`config.mk`:
```
export PLATFORM = sky130hd
export DESIGN_NAME = round_sequencer
export DESIGN_NICKNAME = d
export VERILOG_FILES = /design/src/rtl/finger_pkg.sv /design/src/rtl/round_sequencer_lfsr8.sv /design/src/rtl/round_sequencer.sv
export SDC_FILE = /design/constraint.sdc
export NUM_CORES = 1
export LEC_CHECK = 0
export BUFFER_PORTS_ARGS = -buffer_cell sky130_fd_sc_hd__buf_2
export CAP_MARGIN = 0
export CELL_PAD_IN_SITES_DETAIL_PLACEMENT = 2
export CELL_PAD_IN_SITES_GLOBAL_PLACEMENT = 2
export CORE_MARGIN = 2
export CORE_UTILIZATION = 38
export CTS_CLUSTER_DIAMETER = 40
export DETAILED_ROUTE_END_ITERATION = 10
export GPL_TIMING_DRIVEN = 0
export PLACE_DENSITY = 0.82
export SETUP_SLACK_MARGIN = 0.2
export SYNTH_ARGS = -nofsm -noshare
export SYNTH_HDL_FRONTEND = slang
export SYNTH_SLANG_ARGS = --single-unit
```
`constraint.sdc`:
```
create_clock -name board_clk -period 2.65 [get_ports board_clk]
set_input_delay 0.1325 -clock board_clk [delete_from_list [all_inputs] [get_ports board_clk]]
set_output_delay 0.1325 -clock board_clk [all_outputs]
set_load 0.01 [all_outputs]
```
`src/rtl/finger_pkg.sv`:
```
// finger_pkg: shared state encoding, LFSR taps and pattern constants for the Finger Dancer sequencer.
package finger_pkg;
    typedef enum logic [2:0] {
        S_IDLE   = 3'd0,
        S_LOAD   = 3'd1,
        S_PLAY   = 3'd2,
        S_JUDGE  = 3'd3,
        S_RESULT = 3'd4,
        S_OVER   = 3'd5
    } state_t;

    localparam logic [7:0] LFSR_TAPS = 8'hB8;
    localparam logic [3:0] ZERO_SUB  = 4'b1000;

    function automatic logic [7:0] lfsr_next(input logic [7:0] q);
        return {q[6:0], ^(q & LFSR_TAPS)};
    endfunction
endpackage

```
`src/rtl/round_sequencer_lfsr8.sv`:
```
// lfsr8: 8-bit Fibonacci LFSR, advanced once per step pulse.
module lfsr8
    import finger_pkg::*;
#(
    parameter logic [7:0] SEED = 8'hA5
) (
    input  logic       board_clk,
    input  logic       rst_btn,
    input  logic       step,
    output logic [7:0] q
);
    always_ff @(posedge board_clk or posedge rst_btn) begin
        if (rst_btn) q <= SEED;
        else if (step) q <= lfsr_next(q);
    end
endmodule

```
`src/rtl/round_sequencer.sv`:
```
// round_sequencer: per-round target draw, timed input window, judging and score/miss bookkeeping.
module round_sequencer
    import finger_pkg::*;
#(
    parameter int         ROUNDS       = 10,
    parameter int         ROUND_TICKS  = 8,
    parameter int         RESULT_TICKS = 2,
    parameter int         MAX_MISSES   = 3,
    parameter logic [7:0] SEED         = 8'hA5
) (
    input  logic       board_clk,
    input  logic       rst_btn,
    input  logic       start,
    input  logic       tick,
    input  logic [3:0] SW,
    output logic [3:0] pattern,
    output logic       game,
    output logic [3:0] count,
    output logic       roundres,
    output logic       cout,
    output logic [7:0] score,
    output logic [3:0] time_left
);
    state_t     r_state, w_next;
    logic [3:0] r_sync, r_sw_s, r_pattern, r_count, r_time_left, r_misses;
    logic [7:0] r_score, r_hold, w_lfsr;
    logic       r_armed, r_hit, r_roundres, r_cout;
    logic       w_match, w_hit_now, w_miss_now, w_hold_done, w_end, w_unused;
    logic [8:0] w_sum;
    logic [7:0] w_score_sat;
    logic [3:0] w_draw;

    lfsr8 #(.SEED(SEED)) u_lfsr (
        .board_clk(board_clk),
        .rst_btn  (rst_btn),
        .step     (w_next == S_LOAD),
        .q        (w_lfsr)
    );

    assign w_unused    = ^w_lfsr[7:4];
    assign w_draw      = (w_lfsr[3:0] == 4'd0) ? ZERO_SUB : w_lfsr[3:0];
    assign w_match     = r_sw_s == r_pattern;
    assign w_hit_now   = r_state == S_PLAY && r_armed && w_match;
    assign w_miss_now  = r_state == S_PLAY && !w_hit_now && tick && r_time_left == 4'd0;
    assign w_hold_done = r_state == S_RESULT && tick && r_hold == 8'(RESULT_TICKS - 1);
    assign w_end       = r_count == 4'(ROUNDS) || r_misses == 4'(MAX_MISSES);
    assign w_sum       = {1'b0, r_score} + {5'd0, r_time_left} + 9'd1;
    assign w_score_sat = w_sum[8] ? 8'hFF : w_sum[7:0];

    assign pattern   = r_pattern;
    assign game      = r_state inside {S_LOAD, S_PLAY, S_JUDGE, S_RESULT};
    assign count     = r_count;
    assign roundres  = r_roundres;
    assign cout      = r_cout;
    assign score     = r_score;
    assign time_left = r_time_left;

    always_comb begin
        w_next = r_state;
        unique case (r_state)
            S_IDLE, S_OVER: w_next = start ? S_LOAD : r_state;
            S_LOAD:         w_next = S_PLAY;
            S_PLAY:         w_next = (w_hit_now || w_miss_now) ? S_JUDGE : S_PLAY;
            S_JUDGE:        w_next = S_RESULT;
            S_RESULT:       w_next = w_hold_done ? (w_end ? S_OVER : S_LOAD) : S_RESULT;
            default:        w_next = S_IDLE;
        endcase
    end

    always_ff @(posedge board_clk or posedge rst_btn) begin
        if (rst_btn) begin
            r_state     <= S_IDLE;
            r_sync      <= 4'd0;
            r_sw_s      <= 4'd0;
            r_pattern   <= 4'd0;
            r_count     <= 4'd0;
            r_time_left <= 4'd0;
            r_misses    <= 4'd0;
            r_score     <= 8'd0;
            r_hold      <= 8'd0;
            r_armed     <= 1'b0;
            r_hit       <= 1'b0;
            r_roundres  <= 1'b0;
            r_cout      <= 1'b0;
        end else begin
            r_state <= w_next;
            r_sync  <= SW;
            r_sw_s  <= r_sync;
            r_cout  <= r_state == S_JUDGE;
            unique case (r_state)
                S_IDLE, S_OVER: begin
                    if (start) begin
                        r_count    <= 4'd0;
                        r_score    <= 8'd0;
                        r_misses   <= 4'd0;
                        r_roundres <= 1'b0;
                    end
                end
                S_LOAD: begin
                    r_pattern   <= w_draw;
                    r_time_left <= 4'(ROUND_TICKS - 1);
                    r_armed     <= 1'b0;
                end
                S_PLAY: begin
                    // a switch setting carried over from the last round only counts after it has differed once
                    if (!w_match) r_armed <= 1'b1;
                    r_hit <= w_hit_now;
                    if (!w_hit_now && tick && r_time_left != 4'd0) r_time_left <= r_time_left - 4'd1;
                end
                S_JUDGE: begin
                    r_roundres <= r_hit;
                    r_count    <= r_count + 4'd1;
                    r_hold     <= 8'd0;
                    if (r_hit) r_score <= w_score_sat;
                    else r_misses <= r_misses + 4'd1;
                end
                S_RESULT: begin
                    if (tick) r_hold <= r_hold + 8'd1;
                    if (w_hold_done && w_end) r_pattern <= 4'd0;
                end
                default: ;
            endcase
        end
    end
endmodule
```
==> metrics.md, run 1 <==
| Metric | Value |
|---|---|
| Fin crit period | 2.08 ns |
| NetSw | 941 uW |
| CTS tree | built |
| Cell Count Post-Placement | around 380 |
| Cell Rows | 30 |
| DP HPWL | 4920 um |
| Worst Setup Slack, final | 0.572 ns |
| Residual DRC | 0 |
| Clock Power Share | between 20% and 30% |
| Non-filler cells, final | between 300 and 400 |
| Count of cell types in the netlist | 50 |
| Combinational share of power | 35.3% |
| Max IR drop VDD | 0.000282 V |
| Clk root buf | clkbuf_8 |
| Top_reg_cell synth | dfrtp_1 |
| CTS Buffer Depth | 2 |
| Most common cell after layout, fill and taps aside | dfrtp_1 |
| Vias in the first global route | 2,322 |
| H-Tree Depth | 2 |
| Synthesized area | 2740 um2 |
| Max-slew violations | 0 |
| Syn. warnings | 0 |
| RSZ-0062 raised after global routing | no |
| Number of port buffers | 30 |
| Share of cells above drive strength 1 | 23.4% |
| Worst skew pair latency | 0.31 ns |
| Routed len/inst | roughly 17 um |
| CP Cell Sequence | inv_1, ha_1, fa_1, nor2b_1, o21ai_0, a21oi_2, nor2_1, a311oi_1 |
| Layout Utilization | 46.5% |
| Via count | 2,064 |
| Synth Area in XOR/XNOR | approximately 6.7% |
| Die width | 88.9 um |
| Final cycle utilization of the critical path | 78.4% |
| Setup repair bufs after CTS | 0 |
| Post-DR vias/cell | 5.23 |
| Top cell type's share of synthesized area | 46.6% |
| Ant diodes | 0 |
| Max Clock Skew | 0.00599 ns |
| HP Class | in2reg |
| Slowest cell on the critical path | dfrtp_1 |
| Synth area leaders | dfrtp_1, ha_1, xor2_1 |
| Congestion Overflow GR | 0 |
| Largest net degree at the start of global routing | 29 |
| Worst path arrival time | 2.30 ns |
| First-pass GRT wire length | 11,500 um |
| CP Data Required Time | 2.87 ns |
| Number of DRC markers in iteration 0 | 49 |
| Cells after synthesis | 255 |
| # fillers | 742 |
| Post-synth top area cell | dfrtp_1 |
| GP Congestion | approximately 0.77 |
| Die area | 7900 um2 |
| Crit path largest cell delay | 0.41 ns |
| Crit-path leading delay family | adder cells |
| Sw frac | 37.0% |
| Mux contribution to synthesized area | 3.66% |
| Synth async-reset ratio | 100% |
| Mean area per synthesized cell | 10.7 um2 |
| CP Class | reg2reg |
| Place WS | between 0.4 and 0.5 ns |
| Buffers and inverters on the worst path | 1 |
| Area growth syn-to-layout | 16.6% |
| Antenna violations before repair | 0 |
| All-Layer GR Usage | 19.3% |
| Top-Level Pins | 31 |
| Die span in y | 88.9 um |
| Count of final setup violators | 0 |
| PD cells | 797 nW/um2 |
| Routed WL | 6640 um |
| Initial core utilization | 39.9% |
| EDFF count, synth | 0 |
| Cell internal pwr | about 1600 uW |
| Number of CTS-inserted buffers | 5 |
| Clock sinks | 55 |
| Seq pwr share | 42.7% |
| Crit path max fanout | 5 |
| Startpoint types | register |
| Antenna Violating Nets Remaining | 0 |
| Leakage power | between 0.0015 and 0.002 uW |
| Worst slew pin tran | around 0.75 ns |
| Final Hold Fails | 0 |
| Clock slew at reported path FFs | 0.10 ns |
| Slew margin rel. | around half |
| Crit. End Element | register |
| Post-Synth Simple-Gate Area | 17.9% |
| Synth Area in Adders | ~5.8% |
| Core outline area | 6870 um2 |
| Compound-cell area share of the yosys netlist | 11.6% |
| Most frequent cells in the layout | dfrtp_1, buf_2, nor2_1, nand2_1, inv_1 |
| Fmax | slightly below 0.5 GHz |
| Sequential-to-total area share from yosys stat | 50.5% |
| Nets | roughly 320 |
| Outcome | finished clean |
| Post-Syn Nets | 275 |
| Max Cap Violations | 0 |
| Setup_tns | 0 ns |
| Register bit total from synthesis | 55 |
| Largest family of logic cells by synthesized area | simple AND/OR/NAND/NOR gates |
| Drt first pass iters | 4 |
-- tightest hold or removal path: stages --
cell	delay [ns]
buf_2	0.14
nor2_1	0.13
o31ai_1	0.08
-- cell usage after synthesis (all sizes together), types with 5 or more instances --
| library cell | instances |
|---|---|
| dfrtp | 51 |
| nor2 | 21 |
| nand2 | 19 |
| inv | 18 |
| o21ai | 14 |
| xor2 | 14 |
| a21oi | 11 |
| ha | 11 |
| nand3 | 10 |
| nand4 | 9 |
| mux2 | 8 |
| xnor2 | 7 |
| buf | 5 |
| nor3 | 5 |
| nor3b | 5 |
| o211ai | 5 |
-- flip-flops by register name, summed over array words and instances, names as in the netlist --
name,cells
r_misses,4
score,8
u_lfsr.q,8
count,4
r_sw_s,4
pattern,4
r_armed,1
cout,1
r_hold,8
r_state,3
roundres,1
time_left,4
r_sync,4
r_hit,1
-- area by class of cell --
cell class / count / area (um2) / area share, %
clock inverter: 2 / 37.5 / 1.18
inverter: 18 / 67.6 / 2.12
tap: 96 / 120 / 3.76
timing repair buffer: 36 / 220 / 6.90
buffer: 6 / 40.0 / 1.25
clock buffer: 6 / 72.6 / 2.27
multi-input combinational: 176 / 1250 / 39.2
sequential: 55 / 1380 / 43.3
-- per-layer routing --
layer	wire, um	share of wire [%]	vias to the layer above	track usage, %
met5	0	0	-	0
met4	113	1.7	0	5.79
met3	185	2.8	10	4.01
met2	3480	52	29	34.9
met1	2860	43	1045	23.0
li1	-	-	980	-
-- power by group through the flow --
stage,Clock (uW),Combinational (uW),Sequential [uW]
global placement,0,846,1090
floorplan,0,613,1090
finish,561,898,1090
detailed placement,0,900,1100
global route,614,1020,1110
CTS,590,926,1090
-- stage by stage --
stage	hold slack, ns	power [uW]	area (um2)
2_1_floorplan	0.164	1700	2740
3_3_place_gp	0.240	1940	3010
3_5_place_dp	0.243	2000	3030
4_1_cts	0.204	2600	3190
5_1_grt	0.225	2740	3190
6_report	0.215	2540	3190
-- logic make-up after synthesis --
group / Yosys count
compound gates: 46
xor+xnor: 21
fa+ha+maj: 12
buf+inv: 24
flops: 55
mux: 9
simple gates: 88
-- path summary, 6_finish.rpt --
| kind | startpoint | to | slack (ns) | cells past startpoint |
|---|---|---|---|---|
| worst max-delay path | time_left[0] | score[4] | 0.57 | 8 |
| worst min-delay path | tick | r_hold[1] | 0.21 | 3 |
| worst max register to register | time_left[0] | score[4] | 0.57 | 8 |
| worst min register to register | r_sync[0] | r_sw_s[0] | 0.36 | 0 |
| max in group asynchronous | rst_btn | score[6] | 1.60 | 4 |
| min in group asynchronous | rst_btn | r_sync[3] | 0.47 | 3 |
-- repair_timing --
action,in CTS,in global routing
hold buffers,5,0
hold endpoints to repair,27,0
setup endpoints to repair,0,1
gates resized for setup,0,1
Note: power is estimated with default switching activity, not from simulation.
==> inputs of run 2 (changes only) <==
--- a/config.mk
+++ b/config.mk
@@ -10,11 +10,11 @@
 export CELL_PAD_IN_SITES_DETAIL_PLACEMENT = 2
 export CELL_PAD_IN_SITES_GLOBAL_PLACEMENT = 2
 export CORE_MARGIN = 2
-export CORE_UTILIZATION = 38
+export CORE_UTILIZATION = 34
 export CTS_CLUSTER_DIAMETER = 40
 export DETAILED_ROUTE_END_ITERATION = 10
 export GPL_TIMING_DRIVEN = 0
-export PLACE_DENSITY = 0.82
+export PLACE_DENSITY = 0.78
 export SETUP_SLACK_MARGIN = 0.2
 export SYNTH_ARGS = -nofsm -noshare
 export SYNTH_HDL_FRONTEND = slang
==> constraint.sdc (replaced) <==
create_clock -name board_clk -period 1.9 [get_ports board_clk]
set_input_delay 0.095 -clock board_clk [delete_from_list [all_inputs] [get_ports board_clk]]
set_output_delay 0.095 -clock board_clk [all_outputs]
set_load 0.01 [all_outputs]
==> run 2 against run 1 <==
  * The flow now finishes with violations (setup timing)
  * Sequential share of layout area decreased by 4.9 points
  * Final cell count rose by 8.4%
  * Core utilization rose by 0.17 points
  * Largest cell class is now multi-input combinational cells
  * Sequential power increased by 41%
  * First-iteration DRC count is 27% higher
==> metrics.md, run 2 (synthesized netlist as in run 1, its figures left out) <==
| Metric | Value |
|---|---|
| Max Clock Skew | 0.0126 ns (+0.00656 ns) |
| Failing checks | setup timing |
| Placed Area | 3090 um2 (+1.9%) |
| CP Class | reg2reg |
| # fillers | 812 (+9.4%) |
| Slowest cell on the critical path | dfrtp_1 |
| Die span in y | 93.7 um (+5.5%) |
| Cell Rows | 32 (+6.7%) |
| Flip-flop and latch area | 1390 um2 (+0.54%) |
| Crit-path leading delay family | simple AND/OR/NAND/NOR gates |
| Die area | 8790 um2 (+11%) |
| Fmax | 0.515 GHz (+7.0%) |
| Worst path arrival time | 2.17 ns (-0.13 ns) |
| Count of final setup violators | 5 (+5) |
| First-pass GRT wire length | 12,000 um (+4.0%) |
| Startpoint types | register |
| Core outline area | 7770 um2 (+13%) |
| Die width | 93.7 um (+5.5%) |
| Number of port buffers | 30 (unchanged) |
| Routed len/inst | 19.1 um (+14%) |
| Most common cell after layout, fill and taps aside | dfrtp_1 |
| GP Congestion | 0.776 (+1.2%) |
| Share of cells above drive strength 1 | 39.3% (+16 points) |
| Max IR drop VDD | 0.000402 V (+42%) |
| Outcome | finished with violations |
| CP Data Required Time | 2.13 ns (-0.74 ns) |
| Via count | 2,199 (+6.5%) |
| HP Class | in2reg |
| Leakage power | 0.00172 uW (+11%) |
| Ant diodes | 0 (unchanged) |
| Clock sinks | 55 (unchanged) |
| Fin crit period | 1.94 ns (-0.135 ns) |
| Antenna Violating Nets Remaining | 0 (unchanged) |
| Nets | 345 (+8.5%) |
| Worst slew pin tran | 0.569 ns (-0.177 ns) |
| H-Tree Depth | 2 (unchanged) |
| Initial core utilization | 35.2% (-4.6 points) |
| Post-DR vias/cell | 5.14 (-1.7%) |
| Clock slew at reported path FFs | 0.11 ns (about the same) |
| All-Layer GR Usage | 17.5% (-1.8 points) |
| RSZ-0062 raised after global routing | yes |
| Most frequent cells in the layout | dfrtp_1, buf_2, buf_4 |
| Area growth syn-to-layout | 32.3% |
| Slew margin rel. | 61.8% (+12 points) |
| Drt first pass iters | 5 (+1) |
| Vias in the first global route | 2,363 (+1.8%) |
| DP HPWL | 4930 um (+0.18%) |
| Tot Pwr | 3960 uW (+56%) |
| Antenna violations before repair | 0 (unchanged) |
| Clk root buf | clkbuf_8 |
| Crit. End Element | register |
| Multi-input gate area | 1440 um2 (+15%) |
| Setup_tns | -0.157 ns (-0.157 ns) |
| CTS Buffer Depth | 2 (unchanged) |
| CTS tree | built |
| Crit path max fanout | 10 (+5) |
| Final cycle utilization of the critical path | 102% (+24 points) |
| Max-slew violations | 0 (unchanged) |
| CP Cell Sequence | buf_4, nor3b_1, o21ai_1, and2b_1, o211ai_4, buf_12, mux2_4 |
| Largest net degree at the start of global routing | 40 (+38%) |
| Final Hold Fails | 0 (unchanged) |
| Residual DRC | 0 (unchanged) |
| Post-route cell area | 3620 um2 (+13%) |
| Top-Level Pins | 31 (unchanged) |
| Buffers and inverters on the worst path | 2 (+1) |
| Congestion Overflow GR | 0 (unchanged) |
| Worst skew pair latency | 0.33 ns (+0.02 ns) |
| PD cells | 1090 nW/um2 (+37%) |
| Max Cap Violations | 0 (unchanged) |
| Crit path largest cell delay | 0.43 ns (+0.02 ns) |
| Number of CTS-inserted buffers | 5 (unchanged) |
| Number of DRC markers in iteration 0 | 62 (+27%) |
| Routed WL | 8200 um (+24%) |
| Worst Setup Slack, final | -0.0425 ns (-0.615 ns) |
run 2: changes by cell type in the layout (fill, tap and decap cells not counted), sizes merged:
cell	previous run	this run
buf	36	64
bufinv	1	0
clkbuf	7	6
inv	18	19
run 2: final timing paths:
check                      slack [ns]  startpoint  cells after the start           to
max                             -0.04  r_state[1]                      7  u_lfsr.q[3]
min                              0.18        tick                      3    r_hold[0]
max reg2reg                     -0.04  r_state[1]                      7  u_lfsr.q[3]
min reg2reg                      0.36   r_sync[0]                      0    r_sw_s[0]
max in group asynchronous        1.02     rst_btn                      4  u_lfsr.q[5]
min in group asynchronous        0.28     rst_btn                      3   pattern[3]
run 2: metrics by stage:
step,util (%),setup WS [ns],cells,hold slack [ns]
floorplan,-,0.102,255,0.126
global placement,39.5,-0.579,387,0.203
detailed placement,39.7,-0.142,388,0.0999
CTS,43.9,0.0382,416,0.131
global route,46.6,-0.101,428,0.222
finish,46.6,-0.0425,428,0.180
run 2: power by group:
part | leakage, uW | internal (uW) | switching [uW] | total [uW]
Sequential | 0.000702 | 1340 | 201 | 1540
Clock | 0.0000418 | 266 | 420 | 686
Combinational | 0.000975 | 778 | 959 | 1740
run 2: area by class of cell:
cell class / count / area share [%]
Timing Repair Buffer: 63 / 12.3
Buffer: 6 / 1.69
Clock inverter: 2 / 0.449
Sequential cell: 55 / 38.3
Multi-Input combinational cell: 176 / 39.7
Clock buffer: 6 / 2.00
Inverter: 18 / 1.93
Tap cell: 102 / 3.52
run 2: repair_timing:
| item | in CTS | in global routing |
|---|---|---|
| hold endpoints to repair | 20 | 0 |
| setup buffers | 15 | 12 |
| pin swaps | 10 | 12 |
| endpoints found under the setup margin | 33 | 34 |
| hold buffers | 5 | 0 |
| gates resized for setup | 21 | 25 |
run 2: worst register-to-register path, cell delays in order (launching register included):
cell	delay, ns
dfrtp_1	0.43
buf_4	0.19
nor3b_1	0.27
o21ai_1	0.16
and2b_1	0.23
o211ai_4	0.09
buf_12	0.16
mux2_4	0.30
run 2: layer usage:
metal	vias up	GRT usage, %	share of wire (%)
met5	-	0	0
met1	1129	22.6	43
met4	0	5.07	1.7
met2	32	30.5	53
met3	11	2.49	2.5
li1	1027	-	-
